<file path="config.mk">
export PLATFORM = sky130hd
export DESIGN_NAME = jtlabrun_prio
export DESIGN_NICKNAME = d
export VERILOG_FILES = /design/src/rtl/jtlabrun_prio.sv
export SDC_FILE = /design/constraint.sdc
export NUM_CORES = 1
export LEC_CHECK = 0
export CORE_MARGIN = 1.5
export CORE_UTILIZATION = 25
export CTS_CLUSTER_DIAMETER = 200
export CTS_CLUSTER_SIZE = 24
export DETAILED_ROUTE_END_ITERATION = 7
export GPL_ROUTABILITY_DRIVEN = 0
export PLACE_DENSITY = 0.56
export RECOVER_POWER = 25
export SKIP_CTS_REPAIR_TIMING = 1
export SYNTH_ARGS = -nofsm -noshare
export SYNTH_HDL_FRONTEND = slang
export SYNTH_SLANG_ARGS = --single-unit
</file>
<file path="constraint.sdc">
create_clock -name clk -period 3.5 [get_ports clk]
set_clock_uncertainty 0.1 [all_clocks]
set_input_delay 0.7 -clock clk [delete_from_list [all_inputs] [get_ports clk]]
set_output_delay 0.7 -clock clk [all_outputs]
set_load 0.01 [all_outputs]
</file>
<file path="src/rtl/jtlabrun_prio.sv">
// Layer priority mixer: picks one of scr0/scr1/obj or the backdrop per pixel using
// frame-shadowed CTRL/BG registers. Optional debug layer mask: JTLABRUN_LAYER_MASK_EN.
module jtlabrun_prio #(
    parameter int BLANK_DLY = 2
) (
    input  logic       clk,
    input  logic       rst_n,
    input  logic       pxl_cen,
    input  logic       LHBL,
    input  logic       LVBL,
    output logic       LHBL_dly,
    output logic       LVBL_dly,
    input  logic       prio_cs,
    input  logic       cpu_rnw,
    input  logic       cpu_cen,
    input  logic       cpu_addr,
    input  logic [7:0] cpu_dout,
    output logic [7:0] prio_dout,
    input  logic [6:0] scr0_pxl,
    input  logic [6:0] scr1_pxl,
    input  logic [6:0] obj_pxl,
`ifdef JTLABRUN_LAYER_MASK_EN
    input  logic [2:0] gfx_en,
`endif
    output logic [6:0] gfx_pxl,
    output logic       frame_start
);

    function automatic logic is_opaque(input logic [6:0] pxl);
        return pxl[3:0] != 4'h0;
    endfunction

    logic [7:0]           ctrl_r, bg_r, sh_ctrl_r, sh_bg_r;
    logic                 lvbl_prev_r, frame_start_r, vb_fall_s, cpu_we_s;
    logic [BLANK_DLY-1:0] hbl_sr_r, vbl_sr_r;
    logic [6:0]           scr0_s1_r, scr1_s1_r, obj_s1_r, gfx_r;
    logic [2:0]           op_s1_r, layer_en_s;
    logic [6:0]           top_s, mid_s, mix_s;
    logic                 top_op_s, mid_op_s, obj_op_s, blank_s;

`ifdef JTLABRUN_LAYER_MASK_EN
    assign layer_en_s = gfx_en;
`else
    assign layer_en_s = 3'b111;
`endif

    assign cpu_we_s  = prio_cs & ~cpu_rnw & cpu_cen;
    assign vb_fall_s = pxl_cen & lvbl_prev_r & ~LVBL;
    assign prio_dout = cpu_addr ? bg_r : ctrl_r;

    // CPU-visible live registers
    always_ff @(posedge clk or negedge rst_n) begin
        if (!rst_n) begin
            ctrl_r <= 8'h00;
            bg_r   <= 8'h00;
        end else if (cpu_we_s) begin
            if (cpu_addr) bg_r <= cpu_dout;
            else          ctrl_r <= cpu_dout;
        end
    end

    // LVBL fall detector; shadows sample the pre-write live values on the same edge
    always_ff @(posedge clk or negedge rst_n) begin
        if (!rst_n) begin
            lvbl_prev_r   <= 1'b0;
            frame_start_r <= 1'b0;
            sh_ctrl_r     <= 8'h00;
            sh_bg_r       <= 8'h00;
        end else begin
            frame_start_r <= vb_fall_s;
            if (pxl_cen) lvbl_prev_r <= LVBL;
            if (vb_fall_s) begin
                sh_ctrl_r <= ctrl_r;
                sh_bg_r   <= bg_r;
            end
        end
    end

    // Blanking delay lines, kept in step with the pixel pipeline
    always_ff @(posedge clk or negedge rst_n) begin
        if (!rst_n) begin
            hbl_sr_r <= {BLANK_DLY{1'b0}};
            vbl_sr_r <= {BLANK_DLY{1'b0}};
        end else if (pxl_cen) begin
            hbl_sr_r <= {hbl_sr_r[BLANK_DLY-2:0], LHBL};
            vbl_sr_r <= {vbl_sr_r[BLANK_DLY-2:0], LVBL};
        end
    end

    // S1: capture pixels and opacity flags
    always_ff @(posedge clk or negedge rst_n) begin
        if (!rst_n) begin
            scr0_s1_r <= 7'h00;
            scr1_s1_r <= 7'h00;
            obj_s1_r  <= 7'h00;
            op_s1_r   <= 3'b000;
        end else if (pxl_cen) begin
            scr0_s1_r <= scr0_pxl;
            scr1_s1_r <= scr1_pxl;
            obj_s1_r  <= obj_pxl;
            op_s1_r   <= { is_opaque(obj_pxl)  & layer_en_s[2],
                           is_opaque(scr1_pxl) & layer_en_s[1],
                           is_opaque(scr0_pxl) & layer_en_s[0] };
        end
    end

    // S2 priority resolution from the shadow CTRL
    always_comb begin
        top_s    = scr0_s1_r;
        top_op_s = op_s1_r[0];
        mid_s    = scr1_s1_r;
        mid_op_s = op_s1_r[1];
        obj_op_s = op_s1_r[2] & ~sh_ctrl_r[2];
        mix_s    = {sh_bg_r[6:4], 4'h0};
        if (sh_ctrl_r[1]) begin
            top_s    = scr1_s1_r;
            top_op_s = op_s1_r[1];
            mid_s    = scr0_s1_r;
            mid_op_s = op_s1_r[0];
        end else begin
            top_s    = scr0_s1_r;
            top_op_s = op_s1_r[0];
        end
        if (!sh_ctrl_r[0]) begin
            if (obj_op_s)      mix_s = obj_s1_r;
            else if (top_op_s) mix_s = top_s;
            else if (mid_op_s) mix_s = mid_s;
            else               mix_s = {sh_bg_r[6:4], 4'h0};
        end else begin
            if (top_op_s)      mix_s = top_s;
            else if (obj_op_s) mix_s = obj_s1_r;
            else if (mid_op_s) mix_s = mid_s;
            else               mix_s = {sh_bg_r[6:4], 4'h0};
        end
        blank_s = ~(hbl_sr_r[BLANK_DLY-2] & vbl_sr_r[BLANK_DLY-2]);
    end

    // S2 output register
    always_ff @(posedge clk or negedge rst_n) begin
        if (!rst_n) begin
            gfx_r <= 7'h00;
        end else if (pxl_cen) begin
            gfx_r <= blank_s ? 7'h00 : mix_s;
        end
    end

    assign gfx_pxl     = gfx_r;
    assign frame_start = frame_start_r;
    assign LHBL_dly    = hbl_sr_r[BLANK_DLY-1];
    assign LVBL_dly    = vbl_sr_r[BLANK_DLY-1];

endmodule
</file>
# == After elaboration in Yosys (flattened, before gate mapping) ==
# Cells that the tools add are included.
# word_totals
register_bits,63
input_bits,38
output_inout_bits,18
wordCells,40
# op_classes
mux,12
n_bitwise,10
n_reduce_logical,5
# op_table
operator,count
$mux W7,9
$reduce_bool A4 Y1,3
$mux W8,1
$and A1 B1 Y1,6
$not A1 Y1,4
$reduce_and A2 Y1,2
$mux W1,2

# == Depth between registers and ports, before layout ==
# logic_depth
word_depth,6
ltp_mapped,6
depth_no_buf,5

# == Worst setup path after synthesis ==
# Ideal clock, no wire load.
# synth_path
kind,input port to output port
startpoint,in cpu_addr
endpoint,out prio_dout[0]
arrival_time_ns,1.263
required_ns,2.700
setup_slack_ns,1.437
stages,2
path_buffers,1
path_cell_list,buf_2 > mux2_2
# synth_between
elab_chain_len,1
# synth_lines
item,line_no,source
"start, declared",16,"input logic cpu_addr,"
$mux W8,49,assign prio_dout = cpu_addr ? bg_r : ctrl_r;
"end, declared",18,"output logic [7:0] prio_dout,"
# Every way passes these cells.

# == Worst setup path in the final report ==
# layout_path
startpoint,in cpu_addr
endpoint,out prio_dout[3]
# The elaborated chain is that of the path after synthesis.

==> summary.txt <==
Logic synthesis
  – Syn Std Cell Area: 0.002695 sq mm
  – Area leader, netlist: dfrtp_1
  – Post-synthesis mux area share: between 20% and 30%
  – Synth Register Bits: 58
  – Synth cell types: 35
  – Main synth FF type: dfrtp_1
  – Main combinational cell family by area after synthesis: multiplexers
  – Xor-xnor portion of the synthesized cell area: 0%
  – Warnings, synthesis: 0
  – Seq/Total Area, Yosys: about 54%
  – Synth Area in Adders: 0%
  – Cells after synthesis: ~230
  – Syn_nets: 266
  – Avg Cell Area, Syn: between 10 and 15 sq um
  – Compound-Gate Fraction of Synth Area: 9.749%
  – Simple-gate share of the synthesized area: 9.981%
  – Top cell type's share of synthesized area: 53.85%
  – Ys async rst share: 100.0%
  – EDFF count, synth: 0
  – Synth top area cells: dfrtp_1, mux2_2, mux2_1, nand2_1, mux2i_1

Global route
  – Antenna violations before repair: 0
  – Vias in the first global route: between 2,000 and 2,500
  – Largest net degree at the start of global routing: 33
  – First-pass GRT wire length: 10.35 mm
  – All-layer global routing usage: a little under an eighth
  – Met3 Track Usage GR: under 10%
  – Routing usage on met1: around 15%
  – GRT busiest layer: met2
  – GRT Residual Overflow: 0
  – Global Route met2 Usage: between 10% and 20%

Floorplan
  – Placeable Area: between 0.01 and 0.015 sq mm
  – Die width: ~110 um
  – DIE HEIGHT: approximately 110 um
  – Starting Density: 25.99%
  – Die area: around 0.011 sq mm
  – Boundary Pins: 56
  – Site row count: 37

Finish
  – Most frequent cells in the layout: dfrtp_1, clkdlybuf4s50_1, mux2_2
  – Design area: 0.003560 sq mm
  – Area of the multi-input gates: 0.001149 sq mm
  – Synthesis-to-layout area growth: 32.08%
  – Seq. cell area: around 0.0015 sq mm
  – Commonest non-fill, non-tap cell in the layout: dfrtp_1
  – Layout cells sized above 1: around a fifth
  – Final core utilization: between 30% and 40%
  – Fill cells: ~1,100
  – Ant. Diodes: 0
  – Finished Layout Cells: around 430
  – Nets: 322

Clock network
  – CTS root buffer: clkbuf_8
  – CTS tree: yes
  – CTS H-Tree Depth: 3
  – Total CTS buffers: 9
  – Num Clock Sinks: just under 60
  – Max Root-Sink Buffers: 2
  – CTS clk-pin slew, worst paths: 0.06 ns
  – Worst skew pair latency: between 0.3 and 0.4 ns

Timing
  – Setup ws final: between 0.3 and 0.4 ns
  – Setup_tns: 0 ns
  – Min cycle time layout: roughly 3.2 ns
  – Measured slew at the worst slew-check pin: about 1.7 ns
  – Fmax: between 0.3 and 0.4 GHz
  – Max Slew Vio Count: 33
  – WHS: 0.3738 ns
  – Period utilization: roughly 90%
  – Setup violators final: 0
  – Fin. Hold Viols: 0
  – RSZ-0062 raised after global routing: false
  – Slew margin rel.: -16.21%

Run status
  – Status: complete, but fails checks
  – Failing checks: max-capacitance violations, max-slew violations

Critical path
  – Crit path max fanout: 10
  – Worst endpoint required time: between 2 and 3 ns
  – CP Class: in2out
  – Startpoint types: input pin
  – Crit end category: output port
  – CP Data Arrival Time: 2.36 ns

Placement
  – DP Wirelength: about 4.4 mm
  – IO buf count: 55
  – Dpl cell area: roughly 0.0034 sq mm
  – Place WS: 0.3222 ns
  – Placed cells: approximately 400

Power and ir drop
  – Total power draw: between 1.5 and 2 mW
  – Worst VDD drop: a little over 0.0002 V
  – Pwr Density: between 500 and 600 mW/mm^2
  – Leakage power: between 1 and 1.5 nW

Route
  – Drt first pass iters: 4
  – Final ANT Viol Nets: 0
  – # DRC: 0
  – Vias per inst: 4.631
  – Vias post-DR: just under 2,000
  – Drt initial violations: 87
  – Routed WL: 5.993 mm
  – Avg WL per Cell: about 14 um

Min path
  – HP Class: reg2reg

Job
  – Max-Cap Viols: 1
[registers in the layout, summed over array words and instances (netlist names)]
name         count
ctrl_r           8
sh_bg_r          3
sh_ctrl_r        3
vbl_sr_r         2
bg_r             8
scr0_s1_r        7
frame_start      1
scr1_s1_r        7
gfx_pxl          7
op_s1_r          3
hbl_sr_r         2
obj_s1_r         7
[Yosys cell counts (2+ instances only)]
cell / count
a211oi_2: 2
o2111ai_1: 2
mux2_2: 32
a32o_1: 6
nor2_1: 3
a21oi_1: 5
nand3_1: 11
o21ai_0: 7
inv_1: 8
nand2b_1: 2
o21ai_1: 4
nor3_1: 5
a211oi_1: 4
buf_2: 6
nand2_1: 29
dfrtp_1: 58
mux2i_1: 10
mux2_1: 12
nor4_1: 2
clkbuf_1: 5
[worst max-delay path, cell delays in order]
cell and delay, ns:
clkdlybuf4s50_1 0.78, mux2_2 0.40, clkdlybuf4s50_1 0.48
[power by group]
part           internal, mW  switching, mW  total, mW
Combinational         0.245          0.183      0.428
Clock                 0.275          0.277      0.553
Sequential            0.774         0.0955      0.870
[metal layers]
metal  routed length [um]  part of all wire, %  vias up
met1                 2845                   47      970
met5                    0                    0        -
met4                   99                  1.7        0
met3                  280                  4.7        6
li1                     -                    -      942
met2                 2767                   46       50
[logic make-up after synthesis]
group | after synthesis
muxes | 55
buffers and inverters | 22
and+or+nand+nor | 57
AOI/OAI and AO/OA | 36
DFF | 58
[worst paths after layout]
| check | from | end | slack (ns) | cells past startpoint |
|---|---|---|---|---|
| max in group asynchronous | rst_n | obj_s1_r[0] | 1.13 | 2 |
| worst min register to register | sh_ctrl_r[2] | sh_ctrl_r[2] | 0.37 | 2 |
| worst max-delay path | cpu_addr | prio_dout[3] | 0.34 | 3 |
| min in group asynchronous | rst_n | vbl_sr_r[1] | 0.71 | 1 |
| worst max register to register | sh_ctrl_r[1] | gfx_pxl[5] | 1.53 | 4 |
| worst min-delay path | sh_ctrl_r[2] | sh_ctrl_r[2] | 0.37 | 2 |
[final cells by class]
type / instances / share of cell area (%)
repair buffers: 58 / 16.20
inverters: 9 / 0.9490
clock buffers: 10 / 3.866
clock inverters: 6 / 1.160
flip-flops and latches: 58 / 40.77
multi-input cells: 148 / 32.27
well taps: 136 / 4.780
Power figures use the tool's default switching activity.
